`src/rtl/mux_scan_sequencer.sv`:
```
// Serialises one byte per frame into an 8:1 selector by stepping sel. Optional SCAN_MSB_FIRST_EN scans 7..0.
// Latency: first bit visible 1 cycle after load. Backpressure: bit_ready=0 freezes sel/data; loads only in IDLE or final bit.
module mux_scan_sequencer #(
  parameter int GAP_CYCLES = 0
) (
  input  logic       clk,
  input  logic       rst_n,
  input  logic       load_valid,
  output logic       load_ready,
  input  logic [7:0] load_data,
  output logic [7:0] data_hold,
  output logic [2:0] sel,
  output logic       bit_valid,
  input  logic       bit_ready,
  output logic       frame_first,
  output logic       frame_last
);

`ifdef SCAN_MSB_FIRST_EN
  localparam logic [2:0] FIRST_IDX = 3'd7;
  localparam logic [2:0] LAST_IDX  = 3'd0;
`else
  localparam logic [2:0] FIRST_IDX = 3'd0;
  localparam logic [2:0] LAST_IDX  = 3'd7;
`endif

  localparam logic       GAP_EN   = (GAP_CYCLES != 0);
  localparam logic [3:0] GAP_INIT = (GAP_CYCLES > 0) ? 4'(GAP_CYCLES - 1) : 4'd0;

  typedef enum logic [1:0] {IDLE, SCAN, GAP} state_t;

  state_t     state;
  logic [3:0] gap_cnt;
  logic [2:0] sel_next;
  logic       last_bit;

`ifdef SCAN_MSB_FIRST_EN
  assign sel_next = sel - 3'd1;
`else
  assign sel_next = sel + 3'd1;
`endif

  assign last_bit = (state == SCAN) && bit_ready && (sel == LAST_IDX);

  // With no gap, the final consumed bit doubles as a load slot so frames run back-to-back.
  assign load_ready  = (state == IDLE) || (last_bit && !GAP_EN);
  assign frame_first = bit_valid && (sel == FIRST_IDX);
  assign frame_last  = bit_valid && (sel == LAST_IDX);

  always_ff @(posedge clk or negedge rst_n) begin
    if (!rst_n) begin
      state     <= IDLE;
      data_hold <= 8'h00;
      sel       <= FIRST_IDX;
      bit_valid <= 1'b0;
      gap_cnt   <= 4'd0;
    end else begin
      case (state)
        IDLE: begin
          if (load_valid) begin
            data_hold <= load_data;
            sel       <= FIRST_IDX;
            bit_valid <= 1'b1;
            state     <= SCAN;
          end
        end
        SCAN: begin
          if (bit_ready) begin
            if (sel != LAST_IDX) begin
              sel <= sel_next;
            end else if (!GAP_EN) begin
              if (load_valid) begin
                data_hold <= load_data;
                sel       <= FIRST_IDX;
              end else begin
                bit_valid <= 1'b0;
                state     <= IDLE;
              end
            end else begin
              gap_cnt   <= GAP_INIT;
              bit_valid <= 1'b0;
              state     <= GAP;
            end
          end
        end
        GAP: begin
          if (gap_cnt == 4'd0) begin
            state <= IDLE;
          end else begin
            gap_cnt <= gap_cnt - 4'd1;
          end
        end
        default: begin
          state     <= IDLE;
          bit_valid <= 1'b0;
        end
      endcase
    end
  end

endmodule
```
`config.mk`:
```
export PLATFORM = sky130hd
export DESIGN_NAME = mux_scan_sequencer
export DESIGN_NICKNAME = d
export VERILOG_FILES = /design/src/rtl/mux_scan_sequencer.sv
export SDC_FILE = /design/constraint.sdc
export NUM_CORES = 1
export LEC_CHECK = 0
export ABC_AREA = 1
export CELL_PAD_IN_SITES_DETAIL_PLACEMENT = 1
export CELL_PAD_IN_SITES_GLOBAL_PLACEMENT = 1
export CORE_AREA = 2 2 48 50
export CTS_BUF_LIST = sky130_fd_sc_hd__clkbuf_4
export DETAILED_ROUTE_END_ITERATION = 8
export DIE_AREA = 0 0 50 52
export PLACE_DENSITY_LB_ADDON = 0.08
export SLEW_MARGIN = 20
export SYNTH_ARGS = -nofsm -noshare
export SYNTH_HDL_FRONTEND = slang
export SYNTH_SLANG_ARGS = --single-unit
```
`constraint.sdc`:
```
create_clock -name clk -period 3.8 [get_ports clk]
set_input_delay 0.76 -clock clk [delete_from_list [all_inputs] [get_ports clk]]
set_output_delay 0.76 -clock clk [all_outputs]
set_load 0.03 [all_outputs]
```
# After elaboration in Yosys (flattened, before gate mapping)
# Cells that the tools add are included.
[totals]
regBits = 18
out_inout_bits = 15
[classes]
n_addsub = 2
n_eq_ne = 9
mux = 19
n_bitwise = 2
n_reduce_logical = 14
[op_table]
columns = ["operator", "n"]
rows = [
  ["8-bit two-way mux", 3],
  ["8-bit case mux with 2 select lines", 1],
  ["2-bit two-way mux", 5],
  ["2-bit != test, second input constant", 5],
  ["5-bit AND reduction", 2],
  ["3-bit two-way mux", 3],
  ["2-bit case mux with 3 select lines", 1],
  ["3-bit case mux with 2 select lines", 1],
  ["1-bit logical AND", 4],
  ["4-bit logical NOT", 1],
  ["1-bit two-way mux", 4],
  ["2-bit AND reduction", 2],
  ["4-bit by 1-bit subtractor with 4-bit output, second input constant", 1],
  ["3-bit by 1-bit adder with 3-bit output, second input constant", 1],
  ["3-bit == test, second input constant", 1],
  ["3-bit logical NOT", 1],
  ["3-bit != test, second input constant", 1],
  ["1-bit case mux with 3 select lines", 1],
  ["3-bit AND reduction", 1],
  ["2-bit by 1-bit == test with 1-bit output, second input constant", 1],
  ["2-bit == test, second input constant", 1],
  ["2-bit logical NOT", 1],
  ["1-bit inverter", 2],
  ["2-bit nonzero test", 1],
  ["1-bit logical OR", 1],
]

# Logic depth before layout (Yosys ltp)
[logic_depth]
ltp_word = 4
ltp_mapped = 8
ltp_nobuf = 8

# Worst setup path after synthesis
# Ideal clock, no wire load.
[synth_timing]
kind = "reg-to-output"
startpoint = "reg sel[1]"
endpoint = "out load_ready"
arrival_time_ps = 1621
required_time_ps = 3040
slack_ps = 1419
stages_incl_launch_ff = 5
path_cell_list = "dfrtp_1 -> ha_1 -> ha_1 -> inv_1 -> o21ai_0"
[synth_via]
elab_chain_len = 3
[synth_lines]
columns = ["item", "line_no", "source"]
rows = [
  ["start, declared", "12", "output logic [2:0] sel,"],
  ["start signal, assigned", "70", "sel <= sel_next;"],
  ["3-bit == test", "43", "assign last_bit = (state == SCAN) && bit_ready && (sel == LAST_IDX);"],
  ["1-bit logical AND", "43", ""],
  ["1-bit logical OR", "46", "assign load_ready = (state == IDLE) || (last_bit && !GAP_EN);"],
  ["end, declared", "9", "output logic load_ready,"],
]
# Every way passes these cells.

# Worst setup path in the final report
[layout_timing]
startpoint = "in bit_ready"
endpoint = "out load_ready"
[layout_via]
elab_chain_len = 3
[layout_lines]
columns = ["item", "line_no", "source"]
rows = [
  ["start, declared", "14", "input logic bit_ready,"],
  ["1-bit logical AND (2 in series)", "43", ""],
  ["1-bit logical OR", "46", ""],
]
# Every way passes these cells.

==> PnR_summary.wiki <==
{| class="wikitable"
! Metric !! Value
|-
| Register-to-register setup slack || 2.28 ns
|-
| Worst-case hold path end point || data_hold[3]
|-
| CTS clk-pin slew, worst paths || 0.08 ns
|-
| Number of warnings printed during yosys synthesis || 0
|-
| Path type of the worst min-delay path || reg -> reg
|-
| Total power draw || 722.0 uW
|-
| Synth area leaders || sky130_fd_sc_hd__dfrtp_1 (48%), sky130_fd_sc_hd__nand2_1 (15%), sky130_fd_sc_hd__ha_1 (8.0%), sky130_fd_sc_hd__nand4_1 (8.0%), sky130_fd_sc_hd__inv_1 (4.8%)
|-
| Biggest fanout along the worst timing path || 4
|-
| Layout fillers || 261
|-
| Leak pwr || 0.0004572 uW
|-
| Most used flip-flop cell after synthesis || sky130_fd_sc_hd__dfrtp_1
|-
| Final setup viols || 0
|-
| I/O Pins || 27
|-
| Vias || 583
|-
| Maximum operating frequency || 0.3362 GHz
|-
| Total grt overflow || 0
|-
| Later-pin clock latency in the skew report || 0.26 ns
|-
| Fin. Hold Viols || 0
|-
| Global route hottest layer || met2
|-
| Total track usage || 14.50%
|-
| Global-route wire length before repair || 2794 um
|-
| Met2 capacity usage during global routing || 23.46%
|-
| Critical path class || in -> out
|-
| Endpoint class of the critical path || primary output
|-
| Status || completed
|-
| Cell repeated most along the worst path || sky130_fd_sc_hd__clkdlybuf4s50_1
|-
| Worst IR Drop VDD || 0.2932 mV
|-
| Number of H-tree levels || 1
|-
| Total buffers and inverters traversed by the critical path || 3
|-
| Number of antenna violations at the first check in global routing || 0
|-
| Residual DRC || 0
|-
| Gate family responsible for the most delay along the worst path || buffers and inverters
|-
| Final clock skew || 0.001279 ns
|-
| Proportion of register bits with asynchronous set or reset after synthesis || 100.0%
|-
| Worst R2R Path Depth || 7
|-
| First-pass iteration count of the detailed router || 3
|-
| Slew at the pin with the worst max-slew slack || 0.5566 ns
|-
| Maximum clock insertion buffer count || 2
|-
| Area share of the leading cell type in the synthesized netlist || 48.00%
|-
| CP cell instances || clkdlybuf4s50_1 > inv_1 > o21ai_0 > clkdlybuf4s50_1
|-
| Die outline width || 50 um
|-
| Number of standard-cell rows in the floorplan || 17
|-
| Commonest cells in the netlist || sky130_fd_sc_hd__nand2_1 (25), sky130_fd_sc_hd__dfrtp_1 (12), sky130_fd_sc_hd__inv_1 (8), sky130_fd_sc_hd__nand4_1 (8)
|-
| Number of storage elements in the synthesis netlist || 12
|-
| Number of enable flip-flop cells after synthesis || 0
|-
| Floorplan core area || 2106 sq um
|-
| Post-synthesis cell type count || 14
|-
| Synth Instances || 74
|-
| Synth area leader || sky130_fd_sc_hd__dfrtp_1
|-
| Slowest cell on the critical path || sky130_fd_sc_hd__clkdlybuf4s50_1
|-
| Vias in the first global route || 608
|-
| Final-layout setup total negative slack || 0 ns
|-
| Vertical die dimension || 52 um
|-
| Post-route antenna net violation count || 0
|-
| Met3 track demand over resource in global routing || 3.448%
|-
| Power per standard cell area || 785.1 nW/um^2
|-
| Reg2Reg Launch Point || sel[1]
|-
| Post-Synthesis Cell Area || 625.6 sq um
|-
| Detailed-route wire length per cell || 12.19 um
|-
| Source of the worst hold timing path || data_hold[3]
|-
| Area overhead of the layout relative to synthesis || 47.00%
|-
| Resize count post-CTS || 0
|-
| Final max-slew violation count || 0
|-
| Max-capacitance violation count || 0
|-
| Share of cells above drive strength 1 || 7.921%
|-
| Detailed Route Iter0 Violations || 3
|-
| Post-Synthesis Net Count || 90
|-
| FF-to-FF End || data_hold[7]
|-
| Unrepaired setup endpoints after global routing || no
|-
| Dominant cell by count in the synthesized netlist || sky130_fd_sc_hd__nand2_1
|-
| Largest stage delay, worst path || 0.69 ns
|-
| Period minus WS final || 2.975 ns
|-
| Number of cells on the worst hold path || 2
|-
| Period utilisation layout || 78.28%
|-
| Total length of routed wires || 1572 um
|-
| Hold bufs inserted after CTS || 0
|-
| Vias per std cell || 4.519
|-
| Number of antenna cells inserted || 0
|-
| Critical Path AT || 2.21 ns
|-
| Effective utilization at floorplan || 29.71%
|-
| Net count of the finished layout || 118
|-
| Startpoint kind of the worst setup timing path || input port
|-
| Register area share after synthesis || 48.00%
|-
| Area enclosed by the die boundary || 2600 sq um
|-
| Number of buffers added on ports || 26
|-
| Placed wire-length estimate || 1173 um
|-
| Final Wtd Congestion || 0.7765
|-
| Clock tree from TritonCTS || built
|-
| Root buf cell || sky130_fd_sc_hd__clkbuf_4
|-
| Number of buffers inserted to repair setup after CTS || 0
|-
| Maximum number of pins on one net before global-route repair || 13
|-
| Total clock sinks || 12
|-
| Clock buffers created by TritonCTS || 3
|-
| Mapped Avg Cell Area || 8.454 sq um
|-
| Slew Limit Headroom || 62.77%
|-
| GR met1 Demand/Resource || 18.66%
|-
| Required arrival time at the worst endpoint || 3.04 ns
|}
==> sequential cells by signal, summed over array words and instances (netlist names) <==
| register | flops |
|---|---|
| state | 1 |
| data_hold | 8 |
| sel | 3 |
==> report_power, final <==
part / internal, uW / switching (uW)
logic: 168 / 244
registers: 184 / 44.2
clock network: 37.9 / 43.5
==> layout by cell type, fill, tap and decap left out, drive strengths merged <==
cell | Yosys | routed
nand2 | 28 | 28
clkbuf | 0 | 3
nand4 | 8 | 8
clkinv | 0 | 1
o21ai | 1 | 1
ha | 4 | 4
clkdlybuf4s50 | 0 | 26
a21oi | 1 | 1
nor2 | 3 | 3
nand3 | 5 | 5
dfrtp | 12 | 12
inv | 9 | 9
==> how the worst max path moves through the flow <==
stage | start | end | slack (ns) | cells past startpoint
3_5_place_dp | bit_ready | load_ready | 0.81 | 4
5_1_grt | bit_ready | load_ready | 0.76 | 4
4_1_cts | bit_ready | load_ready | 0.81 | 4
3_3_place_gp | bit_ready | load_ready | 0.85 | 4
6_report | bit_ready | load_ready | 0.83 | 4
2_1_floorplan | sel[1] | load_ready | 1.42 | 4
==> worst min-delay path, stage by stage, from the launching register on <==
cell,delay [ns]
sky130_fd_sc_hd__dfrtp_1,0.35
sky130_fd_sc_hd__nand2_1,0.05
sky130_fd_sc_hd__nand2_1,0.04
==> final cells by class <==
| class | instances | area, sq um | share of cell area, % |
|---|---|---|---|
| well taps | 28 | 35.03 | 3.810 |
| flip-flops and latches | 12 | 300.3 | 32.65 |
| clock buffers | 3 | 22.52 | 2.449 |
| clock inverters | 1 | 3.754 | 0.4082 |
| multi-input cells | 50 | 264.0 | 28.71 |
| inverters | 9 | 33.78 | 3.673 |
| repair buffers | 26 | 260.3 | 28.30 |
==> logic make-up (layout without fill, tap and decap cells) <==
kind of cell	after synthesis	in the layout	synth area share, %
flip-flops	12	12	48.00
AND/OR/NAND/NOR	44	44	32.60
buffers and inverters	12	39	9.799
AO/OA/AOI/OAI	2	2	1.598
adder cells (fa/ha/maj)	4	4	8.000
==> layer usage <==
metal / wire [um] / vias to the layer above / share of wire [%]
li1: - / 291 / -
met1: 786 / 275 / 50
met2: 698 / 15 / 44
met3: 76 / 2 / 4.8
met4: 11 / 0 / 0.70
met5: 0 / - / 0
==> metrics by stage <==
step           util [%]  cells  setup slack (ns)  hold WS, ns  cell area (sq um)
3_5_place_dp      42.42    125            0.8096       0.4583              893.4
4_1_cts           43.67    129            0.8096       0.4785              919.6
2_1_floorplan         -     74             1.419       0.4644              625.6
5_1_grt           43.67    129            0.7620       0.5104              919.6
6_report          43.67    129            0.8253       0.4718              919.6
3_3_place_gp      42.42    125            0.8502       0.4533              893.4
No activity file was read; power rests on OpenSTA's default activity.
